### config.mk
export PLATFORM = sky130hd
export DESIGN_NAME = shift_reg_sequencer_flat
export DESIGN_NICKNAME = d
export VERILOG_FILES = /design/src/rtl/shift_reg_sequencer_if.sv /design/src/rtl/shift_reg_sequencer.sv /design/src/flat_wrapper.sv
export SDC_FILE = /design/constraint.sdc
export NUM_CORES = 1
export LEC_CHECK = 0
export CORE_MARGIN = 2
export CORE_UTILIZATION = 44
export CTS_BUF_LIST = sky130_fd_sc_hd__clkbuf_8
export DETAILED_ROUTE_END_ITERATION = 12
export PLACE_DENSITY = 0.83
export SLEW_MARGIN = 10
export SYNTH_ARGS = -nofsm -noshare
export SYNTH_HDL_FRONTEND = slang
export SYNTH_SLANG_ARGS = --single-unit
export TNS_END_PERCENT = 10
### constraint.sdc
create_clock -name clk -period 2.2 [get_ports clk]
set_input_delay 0.33 -clock clk [delete_from_list [all_inputs] [get_ports clk]]
set_output_delay 0.33 -clock clk [all_outputs]
set_load 0.005 [all_outputs]
### src/rtl/shift_reg_sequencer_if.sv
// Command channel between a host/test sequencer and shift_reg_sequencer.
// Valid/ready handshake plus the operation fields latched on accept.
interface shift_reg_sequencer_if #(
  parameter int SER_W = 16,
  parameter int CNT_W = 5
);
  logic             valid;
  logic             ready;
  logic [1:0]       op;
  logic             dir;
  logic [CNT_W-1:0] cnt;
  logic [3:0]       data;
  logic [SER_W-1:0] ser;

  modport master (output valid, op, dir, cnt, data, ser, input ready);
  modport slave  (input valid, op, dir, cnt, data, ser, output ready);
endinterface

### src/rtl/shift_reg_sequencer.sv
// Command-driven controller for a 4-bit shifting register.
// Turns LOAD / SHIFT / ROTATE / LOAD_SHIFT commands into cycle-by-cycle
// ENB/DIR/MODO/S_IN/D stimulus, captures S_OUT, and reports final Q with DONE.
// Optional feature: define SHIFT_SEQ_ABORT_EN to add the abort input.
//
// state    | meaning
// ST_IDLE  | ready for a command, register idle
// ST_LOAD  | one parallel-load cycle (MODO=10)
// ST_SHIFT | shift/rotate cycles, one per shift index k
// ST_DONE  | one-cycle completion pulse, RESULT captures Q
module shift_reg_sequencer #(
  parameter int SER_W = 16,
  parameter int CNT_W = 5
) (
  input  logic                 clk,
  input  logic                 rst,
  shift_reg_sequencer_if.slave cmd,
  output logic                 enb,
  output logic                 dir,
  output logic                 s_in,
  output logic [1:0]           modo,
  output logic [3:0]           d,
  input  logic [3:0]           q,
  input  logic                 s_out,
  output logic                 done,
  output logic [3:0]           result,
  output logic [SER_W-1:0]     ser_cap
`ifdef SHIFT_SEQ_ABORT_EN
  ,
  input  logic                 abort
`endif
);
  localparam int K_W = (SER_W > 1) ? $clog2(SER_W) : 1;
  localparam logic [CNT_W-1:0] CNT_MAX = CNT_W'(SER_W);

  localparam logic [1:0] OP_LOAD       = 2'b00;
  localparam logic [1:0] OP_SHIFT      = 2'b01;
  localparam logic [1:0] OP_ROTATE     = 2'b10;
  localparam logic [1:0] OP_LOAD_SHIFT = 2'b11;

  localparam logic [1:0] MODO_SHIFT  = 2'b00;
  localparam logic [1:0] MODO_ROTATE = 2'b01;
  localparam logic [1:0] MODO_LOAD   = 2'b10;

  typedef enum logic [1:0] {ST_IDLE, ST_LOAD, ST_SHIFT, ST_DONE} state_t;

  state_t           state, state_nxt;
  logic [1:0]       op_r;
  logic             dir_r;
  logic [CNT_W-1:0] cnt_r;
  logic [3:0]       d_r;
  logic [SER_W-1:0] ser_r;
  logic [K_W-1:0]   k_r;
  logic [3:0]       result_r;

  logic             accept;
  logic             abort_req;
  logic             last_shift;
  logic             cmd_is_load;
  logic [CNT_W-1:0] cnt_sat;

`ifdef SHIFT_SEQ_ABORT_EN
  assign abort_req = abort;
`else
  assign abort_req = 1'b0;
`endif

  assign accept      = (state == ST_IDLE) && cmd.valid;
  assign cmd_is_load = (cmd.op == OP_LOAD) || (cmd.op == OP_LOAD_SHIFT);
  assign cnt_sat     = (cmd.cnt > CNT_MAX) ? CNT_MAX : cmd.cnt;
  assign last_shift  = (CNT_W'(k_r) == (cnt_r - CNT_W'(1)));

  // State register.
  always_ff @(posedge clk) begin
    if (rst) state <= ST_IDLE;
    else     state <= state_nxt;
  end

  // Next-state decode.
  always_comb begin
    state_nxt = state;
    case (state)
      ST_IDLE: begin
        if (cmd.valid) begin
          if (cmd_is_load)          state_nxt = ST_LOAD;
          else if (cnt_sat == '0)   state_nxt = ST_DONE;
          else                      state_nxt = ST_SHIFT;
        end
      end
      ST_LOAD: begin
        if (abort_req || (op_r != OP_LOAD_SHIFT) || (cnt_r == '0)) state_nxt = ST_DONE;
        else                                                      state_nxt = ST_SHIFT;
      end
      ST_SHIFT: begin
        if (abort_req || last_shift) state_nxt = ST_DONE;
      end
      ST_DONE:  state_nxt = ST_IDLE;
      default:  state_nxt = ST_IDLE;
    endcase
  end

  // Register controls and handshake decoded from the current state.
  always_comb begin
    cmd.ready = 1'b0;
    enb       = 1'b0;
    modo      = MODO_LOAD;
    s_in      = 1'b0;
    done      = 1'b0;
    case (state)
      ST_IDLE:  cmd.ready = 1'b1;
      ST_LOAD:  enb = 1'b1;
      ST_SHIFT: begin
        enb = 1'b1;
        if (op_r == OP_ROTATE) begin
          modo = MODO_ROTATE;
        end else begin
          modo = MODO_SHIFT;
          s_in = ser_r[k_r];
        end
      end
      ST_DONE:  done = 1'b1;
      default:  ;
    endcase
  end

  assign dir = dir_r;
  assign d   = d_r;
  // Q is live during the DONE pulse, then held until the next DONE.
  assign result = (state == ST_DONE) ? q : result_r;

  // Command latch, shift index, S_OUT capture and result hold.
  always_ff @(posedge clk) begin
    if (rst) begin
      op_r     <= OP_LOAD;
      dir_r    <= 1'b0;
      cnt_r    <= '0;
      d_r      <= '0;
      ser_r    <= '0;
      k_r      <= '0;
      result_r <= '0;
      ser_cap  <= '0;
    end else begin
      if (accept) begin
        op_r    <= cmd.op;
        dir_r   <= cmd.dir;
        cnt_r   <= cnt_sat;
        ser_r   <= cmd.ser;
        k_r     <= '0;
        ser_cap <= '0;
        if (cmd_is_load) d_r <= cmd.data;
      end
      if (state == ST_SHIFT) begin
        ser_cap[k_r] <= s_out;
        k_r          <= k_r + K_W'(1);
      end
      if (state == ST_DONE) result_r <= q;
    end
  end
endmodule

### src/flat_wrapper.sv
// flat-port wrapper written by rule: the top's interface ports become plain ports
module shift_reg_sequencer_flat 
#(
  parameter int SER_W = 16,
  parameter int CNT_W = 5
)
  (clk, rst, enb, dir, s_in, modo, d, q, s_out, done, result, ser_cap, cmd_valid, cmd_op, cmd_dir, cmd_cnt, cmd_data, cmd_ser, cmd_ready);
  shift_reg_sequencer_if #(.SER_W(SER_W), .CNT_W(CNT_W)) cmd_i ();
  input  logic clk;
  input  logic rst;
  output logic enb;
  output logic dir;
  output logic s_in;
  output logic [1:0] modo;
  output logic [3:0] d;
  input  logic [3:0] q;
  input  logic s_out;
  output logic done;
  output logic [3:0] result;
  output logic [SER_W-1:0] ser_cap;
  input wire logic [$bits(cmd_i.valid)-1:0] cmd_valid;
  input wire logic [$bits(cmd_i.op)-1:0] cmd_op;
  input wire logic [$bits(cmd_i.dir)-1:0] cmd_dir;
  input wire logic [$bits(cmd_i.cnt)-1:0] cmd_cnt;
  input wire logic [$bits(cmd_i.data)-1:0] cmd_data;
  input wire logic [$bits(cmd_i.ser)-1:0] cmd_ser;
  output wire logic [$bits(cmd_i.ready)-1:0] cmd_ready;
  assign cmd_i.valid = cmd_valid;
  assign cmd_i.op = cmd_op;
  assign cmd_i.dir = cmd_dir;
  assign cmd_i.cnt = cmd_cnt;
  assign cmd_i.data = cmd_data;
  assign cmd_i.ser = cmd_ser;
  assign cmd_ready = cmd_i.ready;
  shift_reg_sequencer #(.SER_W(SER_W), .CNT_W(CNT_W)) u_core (.clk(clk), .rst(rst), .cmd(cmd_i), .enb(enb), .dir(dir), .s_in(s_in), .modo(modo), .d(d), .q(q), .s_out(s_out), .done(done), .result(result), .ser_cap(ser_cap));
endmodule
---- After elaboration in Yosys (flattened, before gate mapping) ----
Cells that the tools add are included.
operators by class
  add/subtract/negate cells ............... 2
  magnitude comparators ................... 3
  equal/unequal tests ..................... 9
  mux-type cells .......................... 25
  reductions and logical operators ........ 12
operators by type and width
  operator             number
  $mux 16              3
  $bwmux 16            1
  $mux 4               3
  $logic_not 5->1      2
  $mux 1               10
  $eq 2x2->1 const B   4
  $mux 2               4
  $pmux 2 s4           1
  $eq 4x5->1           1
  $gt 5x5->1 const B   1
  $lt 4x5->1 const B   1
  $mux 5               1
  $sub 5x1->5 const B  1
  $add 4x1->4 const B  1
  $bmux 1 s4           1
  $demux 1 s4          1
  $ge 4x1->1 const B   1
  $logic_not 2->1      2
  $ne 2x2->1 const B   2
  $reduce_and 2->1     2
  $eq 2x1->1 const B   1
  $logic_and 1x1->1    2
  $logic_or 1x1->1     2
  $ne 2x1->1 const B   1
  other kinds (2)      2
storage, ports and cells
  bits in registers ....................... 54
  input bits .............................. 36
  output and inout bits ................... 31

---- Longest topological paths before layout ----
  word-level depth ........................ 7
  mapped depth ............................ 8

---- Worst setup path before layout ----
OpenSTA, ideal clock, no wires.
  kind .................................... reg2out
  from .................................... register u_core.k_r[0]
  to ...................................... output s_in
  arrival time ............................ 1.657 ns
  path slack .............................. 0.213 ns
  cell stages (with the launch flop) ...... 5
  buffers on the path ..................... 1
  cells stage by stage .................... dfxtp_1 buf_6 mux4_1 mux4_2 and3_1
between the ends
  cells in the longest elaborated chain, start to end .. 4
RTL lines
  what                          line                        source
  from (decl)                   shift_reg_sequencer.sv:53   logic [K_W-1:0] k_r;
  from (signal assigned)        shift_reg_sequencer.sv:154  k_r <= k_r + K_W'(1);
  $bmux 1 s4                    shift_reg_sequencer.sv:118  s_in = ser_r[k_r];
  $mux 1 (not written as such)  shift_reg_sequencer.sv:118
  $mux 1                        shift_reg_sequencer.sv:114  if (op_r == OP_ROTATE) begin
  $mux 1                        shift_reg_sequencer.sv:109  case (state)
  to (decl)                     flat_wrapper.sv:13          output logic s_in;
Every way passes these cells. The select of a mux whose other input is x is not followed.

---- Final worst setup path ----
Ends and elaborated chain as after synthesis.

==> run metrics <==
outcome=finished with violations; failing checks=negative setup slack; clk sink count=54; GPL Wtd Cong=0.8498; fin worst setup slack=-0.1219 ns; Max stage delay on crit path=0.50 ns; post-layout min period=2.322 ns; # DRC=0; die width=80.37 um; endpoints failing setup=1; placed inst area=3292 um^2; Synth area leader=dfxtp_1; vias per std cell=5.362; CP Cell Sequence=mux4_2 -> mux4_2 -> and3_4 -> buf_6; IO Pins=67; WP data arrival=1.99 ns; CP required=1.87 ns; Net Switching=965.6 uW; post-CTS setup buffers=0; Synthesis Warnings=0; Layout Skew=0.005136 ns; Power Total=2.791 mW; diode count=0; Reg2Reg Depth=7; Post-CTS Hold Fix Bufs=0; Antenna Nets Post-Route=0; pwr dens=823.2 nW/um^2; Mapped Nets=342; Initial Utilization=46.04%; grt total ovfl=0; Port Buffers=66; largest net degree at the start of global routing=42; GRT Overall Usage=18.82%; row cnt=27; H-tree Lvls=2; initial DRC count=114; Core ar.=5574 um^2; Synth Flop Type=dfxtp_1; first-pass GRT wire length=9.673 mm; cts bufs inserted=5; flip-flop and latch count after synthesis=54; Switching Share=34.59%; Final Hold Vio Count=0; CTS resizes=11; reg2reg end=u_core.state[0]$_SDFFE_PP0P_; vias in the first global route=2179; Async SR Flop Fraction=0%; Combinational Power Share=36.3%; Routed WL=5.853 mm; clock group share of total power=21.2%; CP dominant cell by count=mux4_2; Worst Hold Class=reg -> reg; initial antenna violation count=0; r2r setup slk=0.21 ns; crit end category=output port; DIE AREA=6459 um^2; sequential share of power=42.5%; synth cell count leaders=nand2_1 (56), dfxtp_1 (54), a21oi_1 (43), clkbuf_1 (20), nor2_1 (15); final-stage net count=400; max_cap viols=0; worst skew pair latency=0.31 ns; Max-slew headroom=47.15%; Clock Root Buffer=clkbuf_8; maximum vdd drop=0.0004459 V; count leader, synth=nand2_1; critical path type=reg -> out; Layout area overhead=32.13%; Cell Area, Synth=2566 um^2; Setup crit end=s_in; CP max stage cell=mux4_2; Critical Path Start=u_core.k_r[0]$_SDFFE_PP0P_; fin area=3391 um^2; layout cells sized above 1=9.270%; Peak Freq=0.4307 GHz; post-synth cell types=38; RSZ-0062 raised after global routing=yes; r2r startpoint=u_core.cnt_r[0]$_SDFFE_PP0P_; internal power=1.826 mW; Leak=1.164 nW; syn_area_per_cell=8.640 um^2; final slew viol count=0; Seq/Total Area, Yosys=42.13%; final period utilization=105.5%; Clock Path Buffers=2; detailed-route wire length per cell=13.68 um; Clk pin slew, worst setup/hold paths=0.10 ns; largest cells by area after synthesis=dfxtp_1 (42%), a21oi_1 (8.4%), nand2_1 (8.2%); Cells after Synth=297; EDFF count, synth=0; 1st-pass router iterations=4; routed vias=2295; hpwl dp=4.309 mm; TritonCTS clock tree=built; Worst setup SP type=register; worst slew pin tran=0.7927 ns; post-synth top area share=42.13%; CP max FO=5; Vert. Die Dim=80.37 um
==> per-stage QoR <==
step | utilization, % | cells | setup TNS, ns | hold slack, ns | setup WS [ns]
global placement | 59.06 | 420 | -0.2382 | 0.4425 | -0.2382
detailed placement | 59.06 | 420 | -0.2711 | 0.4455 | -0.2711
finish | 60.83 | 428 | -0.1219 | 0.4617 | -0.1219
floorplan | - | 297 | 0 | 0.4315 | 0.2131
CTS | 60.79 | 428 | -0.1453 | 0.4650 | -0.1453
global route | 60.83 | 428 | -0.1849 | 0.4895 | -0.1849
==> cells by family after synthesis <==
family / synth area share (%)
adders and majority gates: 4.388
buffers and inverters: 5.071
DFF: 42.13
AOI/OAI and AO/OA: 17.75
xor gates and xnor gates: 2.389
and+or+nand+nor: 19.75
muxes: 8.532
==> worst min path at each step <==
stage                                       start                             to  slack, ns  cells past startpoint
finish               u_core.ser_r[7]$_SDFFE_PP0P_   u_core.ser_r[7]$_SDFFE_PP0P_       0.46                      2
global route        u_core.ser_r[11]$_SDFFE_PP0P_  u_core.ser_r[11]$_SDFFE_PP0P_       0.49                      2
CTS                 u_core.ser_r[14]$_SDFFE_PP0P_  u_core.ser_r[14]$_SDFFE_PP0P_       0.46                      2
detailed placement   u_core.ser_r[5]$_SDFFE_PP0P_   u_core.ser_r[5]$_SDFFE_PP0P_       0.45                      2
global placement     u_core.ser_r[6]$_SDFFE_PP0P_   u_core.ser_r[6]$_SDFFE_PP0P_       0.44                      2
floorplan            u_core.ser_r[1]$_SDFFE_PP0P_   u_core.ser_r[1]$_SDFFE_PP0P_       0.43                      2
==> state kept, by name (all words and copies together), names as in the netlist, 2 cells and up <==
| name | count |
|---|---|
| u_core.state | 2 |
| u_core.ser_cap | 16 |
| u_core.ser_r | 16 |
| u_core.d | 4 |
| u_core.op_r | 2 |
| u_core.k_r | 4 |
| u_core.cnt_r | 5 |
| u_core.result_r | 4 |
==> power by group through the flow <==
stage | sequential, mW | combinational [mW] | clock [mW]
after floorplan | 1.18 | 0.661 | 0
after global placement | 1.19 | 0.997 | 0
after detailed placement | 1.20 | 1.01 | 0
after CTS | 1.19 | 1.02 | 0.613
after global routing | 1.21 | 1.12 | 0.651
final | 1.19 | 1.01 | 0.591
==> per-layer routing <==
| layer | GRT usage [%] | wire length [um] |
|---|---|---|
| met5 | 0 | 0 |
| met4 | 6.780 | 102 |
| met3 | 4.382 | 261 |
| met2 | 32.83 | 2868 |
| met1 | 22.47 | 2620 |
==> cells in the final DEF (no fill, tap or decap), types with 2 or more instances in the layout <==
cell type | netlist | final
mux2_2 | 4 | 4
nor2b_1 | 7 | 7
nand2b_1 | 3 | 3
nand2_1 | 56 | 56
inv_1 | 8 | 8
xor2_1 | 4 | 4
nand3b_1 | 2 | 2
o21ai_0 | 3 | 3
clkbuf_8 | 0 | 5
o211ai_1 | 12 | 12
mux4_2 | 2 | 5
a21oi_1 | 43 | 43
nor3_1 | 3 | 3
o311ai_0 | 4 | 4
nor2_1 | 15 | 15
buf_4 | 0 | 8
nand3_1 | 5 | 5
clkdlybuf4s50_1 | 0 | 64
ha_1 | 9 | 8
dfxtp_1 | 54 | 53
nand4_1 | 12 | 12
o41ai_1 | 2 | 2
mux2i_1 | 5 | 5
xnor2_1 | 3 | 3
nor3b_1 | 3 | 3
==> critical path: cells and delay by family, from the launching register on <==
family	cells	cell delay [ns]
DFF	1	0.41
muxes	2	0.97
buffers and inverters	1	0.11
and+or+nand+nor	1	0.19
==> area by class of cell <==
cell class / instances / area (um^2)
clock inverters: 3 / 28.78
repair buffers: 75 / 737.0
inverters: 8 / 30.03
flip-flops and latches: 54 / 1085
clock buffers: 5 / 68.82
multi-input cells: 211 / 1351
well taps: 72 / 90.09
fillers: 508 / 2183
Note: power is estimated with default switching activity, not from simulation.
